$ cat src/rtl/rob_dual_commit.sv
// Reorder buffer with two writeback ports, dual in-order commit, rename-bypass
// lookups and a registered misprediction / jalr redirect flush.
module rob_dual_commit #(
  parameter int DEPTH = 16,
  parameter int IDX_W = $clog2(DEPTH)
) (
  input  logic             clk_in,
  input  logic             rst_in,
  input  logic             rdy_in,
  input  logic             alloc_valid,
  input  logic [1:0]       alloc_kind,
  input  logic [4:0]       alloc_rd,
  input  logic [31:0]      alloc_pc,
  input  logic [31:0]      alloc_target,
  input  logic             alloc_pred,
  output logic [IDX_W-1:0] alloc_id,
  output logic             full_out,
  input  logic             wb0_valid,
  input  logic [IDX_W-1:0] wb0_id,
  input  logic [31:0]      wb0_val,
  input  logic             wb1_valid,
  input  logic [IDX_W-1:0] wb1_id,
  input  logic [31:0]      wb1_val,
  input  logic [IDX_W-1:0] q0_id,
  output logic             q0_ready,
  output logic [31:0]      q0_val,
  input  logic [IDX_W-1:0] q1_id,
  output logic             q1_ready,
  output logic [31:0]      q1_val,
  input  logic             mem_busy,
  output logic             cmt0_valid,
  output logic [IDX_W-1:0] cmt0_id,
  output logic [4:0]       cmt0_rd,
  output logic [31:0]      cmt0_val,
  output logic             cmt1_valid,
  output logic [IDX_W-1:0] cmt1_id,
  output logic [4:0]       cmt1_rd,
  output logic [31:0]      cmt1_val,
  output logic             store_commit,
  output logic             br_valid,
  output logic             br_taken,
  output logic             br_correct,
  output logic             flush_out,
  output logic [31:0]      flush_pc
);

  localparam logic [1:0] KIND_ALU  = 2'd0;
  localparam logic [1:0] KIND_ST   = 2'd1;
  localparam logic [1:0] KIND_BR   = 2'd2;
  localparam logic [1:0] KIND_JALR = 2'd3;
  localparam logic [IDX_W:0] FULL_LVL = (IDX_W+1)'(DEPTH - 1);

  logic [DEPTH-1:0] valid_q, valid_d, done_q, done_d, pred_q, pred_d;
  logic [1:0]       kind_q   [DEPTH];
  logic [1:0]       kind_d   [DEPTH];
  logic [4:0]       rd_q     [DEPTH];
  logic [4:0]       rd_d     [DEPTH];
  logic [31:0]      pc_q     [DEPTH];
  logic [31:0]      pc_d     [DEPTH];
  logic [31:0]      target_q [DEPTH];
  logic [31:0]      target_d [DEPTH];
  logic [31:0]      val_q    [DEPTH];
  logic [31:0]      val_d    [DEPTH];

  logic [IDX_W-1:0] head_q, head_d, tail_q, tail_d;
  logic [IDX_W:0]   count_q, count_d;

  logic             cmt0_valid_q, cmt0_valid_d, cmt1_valid_q, cmt1_valid_d;
  logic [IDX_W-1:0] cmt0_id_q, cmt0_id_d, cmt1_id_q, cmt1_id_d;
  logic [4:0]       cmt0_rd_q, cmt0_rd_d, cmt1_rd_q, cmt1_rd_d;
  logic [31:0]      cmt0_val_q, cmt0_val_d, cmt1_val_q, cmt1_val_d;
  logic             store_q, store_d, br_valid_q, br_valid_d;
  logic             br_taken_q, br_taken_d, br_correct_q, br_correct_d;
  logic             flush_q, flush_d;
  logic [31:0]      flush_pc_q, flush_pc_d;

  logic [IDX_W-1:0] head1;
  logic [1:0]       kind0;
  logic             c0, c1, br_mis, flush_now, alloc_ok;

  assign full_out = (count_q >= FULL_LVL);
  assign alloc_id = tail_q;

  // Bypass priority: wb1 over wb0 over the stored result
  assign q0_ready = done_q[q0_id] || (wb0_valid && wb0_id == q0_id) || (wb1_valid && wb1_id == q0_id);
  assign q1_ready = done_q[q1_id] || (wb0_valid && wb0_id == q1_id) || (wb1_valid && wb1_id == q1_id);
  assign q0_val = (wb1_valid && wb1_id == q0_id) ? wb1_val :
                  (wb0_valid && wb0_id == q0_id) ? wb0_val : val_q[q0_id];
  assign q1_val = (wb1_valid && wb1_id == q1_id) ? wb1_val :
                  (wb0_valid && wb0_id == q1_id) ? wb0_val : val_q[q1_id];

  // Commit selection works only from registered state
  assign head1     = head_q + IDX_W'(1);
  assign kind0     = kind_q[head_q];
  assign c0        = valid_q[head_q] && done_q[head_q] && !(kind0 == KIND_ST && mem_busy);
  assign c1        = c0 && (kind0 == KIND_ALU) && valid_q[head1] && done_q[head1] &&
                     (kind_q[head1] == KIND_ALU);
  assign br_mis    = c0 && (kind0 == KIND_BR) && (val_q[head_q][0] != pred_q[head_q]);
  assign flush_now = br_mis || (c0 && kind0 == KIND_JALR);
  assign alloc_ok  = alloc_valid && !full_out && !flush_q;

  always_comb begin
    valid_d = valid_q;  done_d = done_q;  pred_d = pred_q;
    kind_d = kind_q;  rd_d = rd_q;  pc_d = pc_q;  target_d = target_q;  val_d = val_q;
    head_d = head_q;  tail_d = tail_q;  count_d = count_q;
    cmt0_valid_d = 1'b0;  cmt0_id_d = cmt0_id_q;  cmt0_rd_d = cmt0_rd_q;  cmt0_val_d = cmt0_val_q;
    cmt1_valid_d = 1'b0;  cmt1_id_d = cmt1_id_q;  cmt1_rd_d = cmt1_rd_q;  cmt1_val_d = cmt1_val_q;
    store_d = 1'b0;  br_valid_d = 1'b0;  br_taken_d = br_taken_q;  br_correct_d = br_correct_q;
    flush_d = 1'b0;  flush_pc_d = flush_pc_q;

    if (rdy_in) begin
      if (c0) begin
        cmt0_valid_d = 1'b1;
        cmt0_id_d    = head_q;
        cmt0_rd_d    = (kind0 == KIND_ALU || kind0 == KIND_JALR) ? rd_q[head_q] : 5'd0;
        cmt0_val_d   = (kind0 == KIND_JALR) ? pc_q[head_q] + 32'd4 : val_q[head_q];
        store_d      = (kind0 == KIND_ST);
        if (kind0 == KIND_BR) begin
          br_valid_d   = 1'b1;
          br_taken_d   = val_q[head_q][0];
          br_correct_d = !br_mis;
        end
      end
      if (c1) begin
        cmt1_valid_d = 1'b1;
        cmt1_id_d    = head1;
        cmt1_rd_d    = rd_q[head1];
        cmt1_val_d   = val_q[head1];
      end
      if (flush_now) begin
        flush_d    = 1'b1;
        flush_pc_d = (kind0 == KIND_JALR) ? {val_q[head_q][31:1], 1'b0} :
                     val_q[head_q][0]     ? target_q[head_q] : pc_q[head_q] + 32'd4;
        valid_d = '0;
        head_d  = '0;
        tail_d  = '0;
        count_d = '0;
      end else begin
        if (wb0_valid && valid_q[wb0_id]) begin
          done_d[wb0_id] = 1'b1;
          val_d[wb0_id]  = wb0_val;
        end
        if (wb1_valid && valid_q[wb1_id]) begin
          done_d[wb1_id] = 1'b1;
          val_d[wb1_id]  = wb1_val;
        end
        if (alloc_ok) begin
          valid_d[tail_q]  = 1'b1;
          done_d[tail_q]   = 1'b0;
          kind_d[tail_q]   = alloc_kind;
          rd_d[tail_q]     = alloc_rd;
          pc_d[tail_q]     = alloc_pc;
          target_d[tail_q] = alloc_target;
          pred_d[tail_q]   = alloc_pred;
          tail_d           = tail_q + IDX_W'(1);
        end
        if (c0) valid_d[head_q] = 1'b0;
        if (c1) valid_d[head1]  = 1'b0;
        head_d  = head_q + IDX_W'(c0) + IDX_W'(c1);
        count_d = count_q + (IDX_W+1)'(alloc_ok) - (IDX_W+1)'(c0) - (IDX_W+1)'(c1);
      end
    end
  end

  always_ff @(posedge clk_in or negedge rst_in) begin
    if (!rst_in) begin
      valid_q <= '0;  done_q <= '0;  pred_q <= '0;
      kind_q <= '{default: '0};  rd_q <= '{default: '0};  pc_q <= '{default: '0};
      target_q <= '{default: '0};  val_q <= '{default: '0};
      head_q <= '0;  tail_q <= '0;  count_q <= '0;
      cmt0_valid_q <= 1'b0;  cmt0_id_q <= '0;  cmt0_rd_q <= '0;  cmt0_val_q <= '0;
      cmt1_valid_q <= 1'b0;  cmt1_id_q <= '0;  cmt1_rd_q <= '0;  cmt1_val_q <= '0;
      store_q <= 1'b0;  br_valid_q <= 1'b0;  br_taken_q <= 1'b0;  br_correct_q <= 1'b0;
      flush_q <= 1'b0;  flush_pc_q <= '0;
    end else begin
      valid_q <= valid_d;  done_q <= done_d;  pred_q <= pred_d;
      kind_q <= kind_d;  rd_q <= rd_d;  pc_q <= pc_d;  target_q <= target_d;  val_q <= val_d;
      head_q <= head_d;  tail_q <= tail_d;  count_q <= count_d;
      cmt0_valid_q <= cmt0_valid_d;  cmt0_id_q <= cmt0_id_d;
      cmt0_rd_q <= cmt0_rd_d;  cmt0_val_q <= cmt0_val_d;
      cmt1_valid_q <= cmt1_valid_d;  cmt1_id_q <= cmt1_id_d;
      cmt1_rd_q <= cmt1_rd_d;  cmt1_val_q <= cmt1_val_d;
      store_q <= store_d;  br_valid_q <= br_valid_d;
      br_taken_q <= br_taken_d;  br_correct_q <= br_correct_d;
      flush_q <= flush_d;  flush_pc_q <= flush_pc_d;
    end
  end

  assign cmt0_valid   = cmt0_valid_q;
  assign cmt0_id      = cmt0_id_q;
  assign cmt0_rd      = cmt0_rd_q;
  assign cmt0_val     = cmt0_val_q;
  assign cmt1_valid   = cmt1_valid_q;
  assign cmt1_id      = cmt1_id_q;
  assign cmt1_rd      = cmt1_rd_q;
  assign cmt1_val     = cmt1_val_q;
  assign store_commit = store_q;
  assign br_valid     = br_valid_q;
  assign br_taken     = br_taken_q;
  assign br_correct   = br_correct_q;
  assign flush_out    = flush_q;
  assign flush_pc     = flush_pc_q;

endmodule

$ cat config.mk
export PLATFORM = sky130hd
export DESIGN_NAME = rob_dual_commit
export DESIGN_NICKNAME = d
export VERILOG_FILES = /design/src/rtl/rob_dual_commit.sv
export SDC_FILE = /design/constraint.sdc
export NUM_CORES = 2
export LEC_CHECK = 0
export CORE_MARGIN = 1.5
export CORE_UTILIZATION = 58
export CTS_BUF_LIST = sky130_fd_sc_hd__clkbuf_4 sky130_fd_sc_hd__clkbuf_8
export DETAILED_ROUTE_END_ITERATION = 7
export HOLD_SLACK_MARGIN = 0.06
export PLACE_DENSITY_LB_ADDON = 0.12
export SLEW_MARGIN = 20
export SYNTH_ARGS = -nofsm -noshare
export SYNTH_HDL_FRONTEND = slang
export SYNTH_SLANG_ARGS = --single-unit
$ cat constraint.sdc
create_clock -name clk_in -period 5.66 [get_ports clk_in]
set_clock_uncertainty 0.1 [all_clocks]
set_input_delay 1.132 -clock clk_in [delete_from_list [all_inputs] [get_ports clk_in]]
set_output_delay 1.132 -clock clk_in [all_outputs]
set_load 0.1 [all_outputs]
Word level (Yosys, flattened, before mapping)
Index checks and enable logic that the tools add are counted. W data, S select, Z words.

Bits in registers: 1830. Latch bits: 0. Memory bits (writable): 0. ROM bits: 0. Output and inout bits: 192. Memories: 0.

Add/sub/neg operators: 8. $mul: 0. Div/mod/pow operators: 0. Magnitude comparators: 23. Equality and inequality tests: 8. Shift operators: 0. Mux-type cells: 117. Bitwise operators: 17. Reduce and logical (&&, ||, !) cells: 46.

Operators by type and width (count): $bwmux W512 (4); $mux W512 (4); $bmux W32 S4 (6); $mux W32 (22); $demux W32 S4 (3); $mux W16 (15); $bwmux W80 (1); $and A16 B16 Y16 (3); $not A16 Y16 (3); $or A16 B16 Y16 (3); $bmux W5 S4 (2); $bmux W1 S4 (9); $ge A5 B5 Y1 const B (7); $lt A4 B5 Y1 const B (7); $mux W5 (7); $not A4 Y5 (7); $add A32 B3 Y32 const B (1); $bwmux W32 (1); $logic_and A1 B1 Y1 (26); $mux W1 (25); $demux W1 S4 (5); $demux W5 S4 (1); $ge A4 B1 Y1 const B (5); $bmux W2 S4 (2); 21 further kinds (50).

Logic depth before layout (Yosys ltp)
Depth after elaboration: 20. Gate-level depth with buffers: 26. Gate-level depth less buffers: 18.

Worst setup path after synthesis
OpenSTA, ideal clock, no wires.

Kind: input -> output. From: input port q1_id[0]. To: output port q1_val[10]. Arrival: 5.780 ns. Required time: 4.428 ns. Path slack: -1.352 ns. Stages: 8. Path through: clkbuf_1 -> clkbuf_1 -> buf_1 -> xor2_1 -> nor4_1 -> clkbuf_1 -> mux2i_1 -> o21ai_0.

Longest elaborated chain between the ends: 6. Elaborated cells between the ends (all ways): 10. Those cells by class: 2 x eq/ne; 5 x mux; 1 x bitwise; 2 x reduce/logical.

RTL lines: start: declaration (line 27) `input logic [IDX_W-1:0] q1_id,`; $not A4 Y5 (implied by the code) (line 90) `(wb0_valid && wb0_id == q1_id) ? wb0_val : val_q[q1_id];`; $bmux W32 S4 (line 90); $mux W32 (implied by the code) (2 in a row) (line 90); $mux W32 (line 90); $mux W32 (*) (line 89) `assign q1_val = (wb1_valid && wb1_id == q1_id) ? wb1_val :`; end: declaration (line 29) `output logic [31:0] q1_val,`.

Every way passes the cells marked *; elsewhere a longest branch is shown, timed or not. The select of a mux whose other input is x is not followed.

Final worst setup path
From: input port wb0_id[2]. To: output port q1_val[29].

Longest elaborated chain between the ends: 4.

RTL lines: start: declaration (line 19) `input logic [IDX_W-1:0] wb0_id,`; $eq A4 B4 Y1 (line 90); $logic_and A1 B1 Y1 (line 90); $mux W32 (line 90); $mux W32 (line 89).

Every way passes these cells.

==> reports/metrics.cfg <==
[outcome]
run_status = completed

[critical_path]
timing.critical_path.from_type = input pin
regToRegSetupSlack_ns = 0.72
crit_path_max_fanout = 33
timing.critical_path.mode_cell = buf_12
critical_path_buf_inv_count = 3
critical_path_class = input pin to output pin
cpLargestDelayFamily = buffers and inverters
slowest_delay_ns = 0.72
cp_data_required_time_ns = 4.43
timing.critical_path.to_type = output pin
cp_data_arrival_time_ns = 3.78
crit_chain = clkdlybuf4s50_1 -> xor2_1 -> nor4_2 -> buf_12 -> mux2i_1 -> o21ai_4 -> buf_12
timing.critical_path.slowest_stage_cell = clkdlybuf4s50_1

[synthesis]
number_of_enable_flip_flop_cells_after_synthesis = 0
synth_compound_area_frac = 0.0775
syn_nets = 7613
synth_seq_cells = 1830
synth_top_flop_cell = dfrtp_1
synth.yosys.warnings = 0
synth-simple-area-share = 0.0425
postSynthCellCount = 7430
main_combinational_cell_family_by_area_after_synthesis = multiplexers
post_synth_num_cell_types = 64
synth_fa_ha_area_frac = 0.00323
muxShareOfSynthArea = 0.377
synthesis.area_per_instance_um2 = 13.4
synthXorXnorAreaFrac = 0.00403
synth_async_sr_flop_share = 1.00
syn_area_um2 = 99900
synth_seq_area_share = 0.458

[floorplan]
design.die.area_um2 = 175000
placement_row_count = 152
io_pins = 351
initial_core_utilization = 0.583
die_x_um = 418
core_um2 = 171000
height_of_the_die_um = 418

[clock_network]
htree_num_levels = 5
cts_hold_buffers = 1
max-clock-path-buffers = 4
clkLatencyLatePin_ns = 1.06
clkTransAtPathRegs_ns = 0.06
cts_resized = 0
cts_tree = yes
cts_inserted_buffers = 326
cts_setup_buffers = 0
cts_sinks = 1830
cts-root-buf = clkbuf_8

[global_routing]
grt_pass1_vias = 74473
grt_max_degree = 175
gr-usage-all-layers = 0.398
grt_overflow = 0
number_of_antenna_violations_at_the_first_check_in_global_routing = 34
wire_length_of_the_first_global_routing_pass_um = 508000

[sta]
post-route-min-period_ns = 5.01
upper_clock_frequency_limit_mhz = 199
holdWs_ns = 0.380
max_slew_margin = 0.236
finalHoldViolCount = 0
finalSetupViolations = 0
maxSlewViolCount = 0
unrepaired_setup_endpoints_after_global_routing = no
worst_slew_pin_slew_ns = 1.14
finalCritPeriodShare = 0.886

[power_and_ir_drop]
power_per_cell_area_nw_per_um2 = 507
swShare = 0.386
power_frac_seq = 0.354
ir_drop_v = 0.000685
p_total_mw = 57.7
p_leak_nw = 48.9
cell_internal_pwr_mw = 35.4
total_switching_power_mw = 22.3
clkPwrFrac = 0.221
comb_power_share = 0.426

[placement]
placement.cell_area_um2 = 107000
port_buffers = 350
post-dp-hpwl_um = 207000
gp_routability_congestion = 0.966

[job]
cap_violations = 0

[layout]
finish.net_count = 7696
multi_input_logic_area_um2 = 51400
layout.area.seq_um2 = 45800
final_area_um2 = 114000
fill_cell_count = 12353
areaGrowthSynthToFinish_pct = 14.0
fraction_of_final_layout_cells_sized_beyond_drive_strength_1 = 0.409

[drt]
vias_per_cell = 7.31
drcViolationCount = 0
via_count = 73595
wl_um = 345000
drtAntennaViolNets = 0
initialDrtViolationCount = 10129
avgRoutedWirePerCell_um = 34.3
drt_first_pass_iters = 8

[min_path]
min-delay-path-class = flip-flop to flip-flop

-- logic make-up after synthesis --
kind of cell	after synthesis
buf+inv	876
mux	2323
simple gates	983
compound gates	1348
flops	1830
xor+xnor	46
fa+ha+maj	24
-- sequential cells by signal, summed over array words and instances (netlist names), 32 cells and up --
register,cells
target_q,512
val_q,512
kind_q,32
cmt1_val,32
flush_pc,32
cmt0_val,32
rd_q,80
pc_q,512
-- path summary, 6_finish.rpt --
check	startpoint	endpoint	depth (start not counted)
setup / recovery	wb0_id[2]	q1_val[29]	7
hold / removal	cmt0_id[0]	cmt0_id[0]	2
setup reg to reg	head_q[0]	val_q[284]	13
hold reg to reg	cmt0_id[0]	cmt0_id[0]	2
max in group asynchronous	rst_in	val_q[347]	3
min in group asynchronous	rst_in	cmt1_val[6]	2
-- cell type report --
cell class | instances | share of cell area
repair buffers | 601 | 0.0621
diodes | 31 | 0.000681
clock buffers | 512 | 0.0557
inverters | 30 | 0.000999
clock inverters | 30 | 0.00194
well taps | 2310 | 0.0254
multi-input cells | 4724 | 0.451
flip-flops and latches | 1830 | 0.402
-- metal layers --
layer  track usage  wire length (um)  vias to the layer above
li1              -                 -                    28829
met1         0.490            118000                    37940
met5       0.00250               154                        -
met2         0.602            159000                     5313
met4         0.279             27400                       20
met3         0.122             40000                     1493
-- Yosys cell counts, types with 12 or more instances --
master,count,share of area
nor2b_1,19,0.0012
a22oi_1,34,0.0026
mux2_2,1102,0.12
xor2_1,34,0.0030
inv_1,25,0.00094
and3_1,16,0.0010
nor3_1,23,0.0012
a21oi_1,583,0.029
mux2i_1,96,0.0096
a32o_1,12,0.0012
nand3_1,47,0.0024
nor2_1,559,0.021
mux2_1,92,0.010
nand2_1,223,0.0084
buf_2,219,0.011
nor3b_1,12,0.00090
buf_4,30,0.0023
a221oi_1,12,0.0011
clkbuf_1,494,0.019
mux4_2,1033,0.23
xnor2_1,12,0.0011
nand4_1,19,0.0012
buf_1,97,0.0036
dfrtp_1,1830,0.46
o22ai_1,513,0.032
o21a_1,15,0.0011
o21ai_0,124,0.0062
ha_1,21,0.0026
a31oi_1,20,0.0013
-- cell usage in the layout, fill, tap and decap left out, types with 60 or more instances in the layout --
cell	netlist	final
a21oi_1	583	567
buf_12	0	147
buf_4	30	171
clkbuf_4	0	112
clkbuf_8	0	400
clkdlybuf4s50_1	0	274
dfrtp_1	1830	1826
mux2_1	92	92
mux2_2	1102	1102
mux2i_1	96	96
mux4_2	1033	1033
nand2_1	223	204
nor2_1	559	557
o21ai_0	124	60
o22ai_1	513	513
-- power by group through the flow --
stage / Sequential [mW] / Clock [mW] / Combinational, mW
floorplan: 20.7 / 0 / 16.1
global placement: 20.1 / 0 / 23.9
detailed placement: 20.4 / 0 / 24.3
CTS: 20.2 / 12.9 / 24.4
global route: 20.8 / 13.4 / 25.7
finish: 20.4 / 12.7 / 24.6
-- per-stage QoR --
step,setup TNS (ns),utilization,worst slack [ns],instances
2_1_floorplan,-0.0912,-,-0.0912,7430
3_3_place_gp,0,0.626,0.757,9494
3_5_place_dp,0,0.626,0.726,9494
4_1_cts,0,0.664,0.696,10037
5_1_grt,0,0.665,0.437,10057
6_report,0,0.665,0.647,10068
-- worst reg2reg max path, cell delays in order (launching register included) --
cell	delay, ns
dfrtp_4	0.81
mux4_2	0.60
mux4_2	0.51
ha_1	0.22
nand2_1	0.09
inv_1	0.06
nor2_2	0.24
inv_1	0.20
o21ai_4	0.76
buf_4	0.37
a21oi_4	0.12
buf_4	0.40
nor2_1	0.22
a21oi_1	0.06
Power figures use the tool's default switching activity.
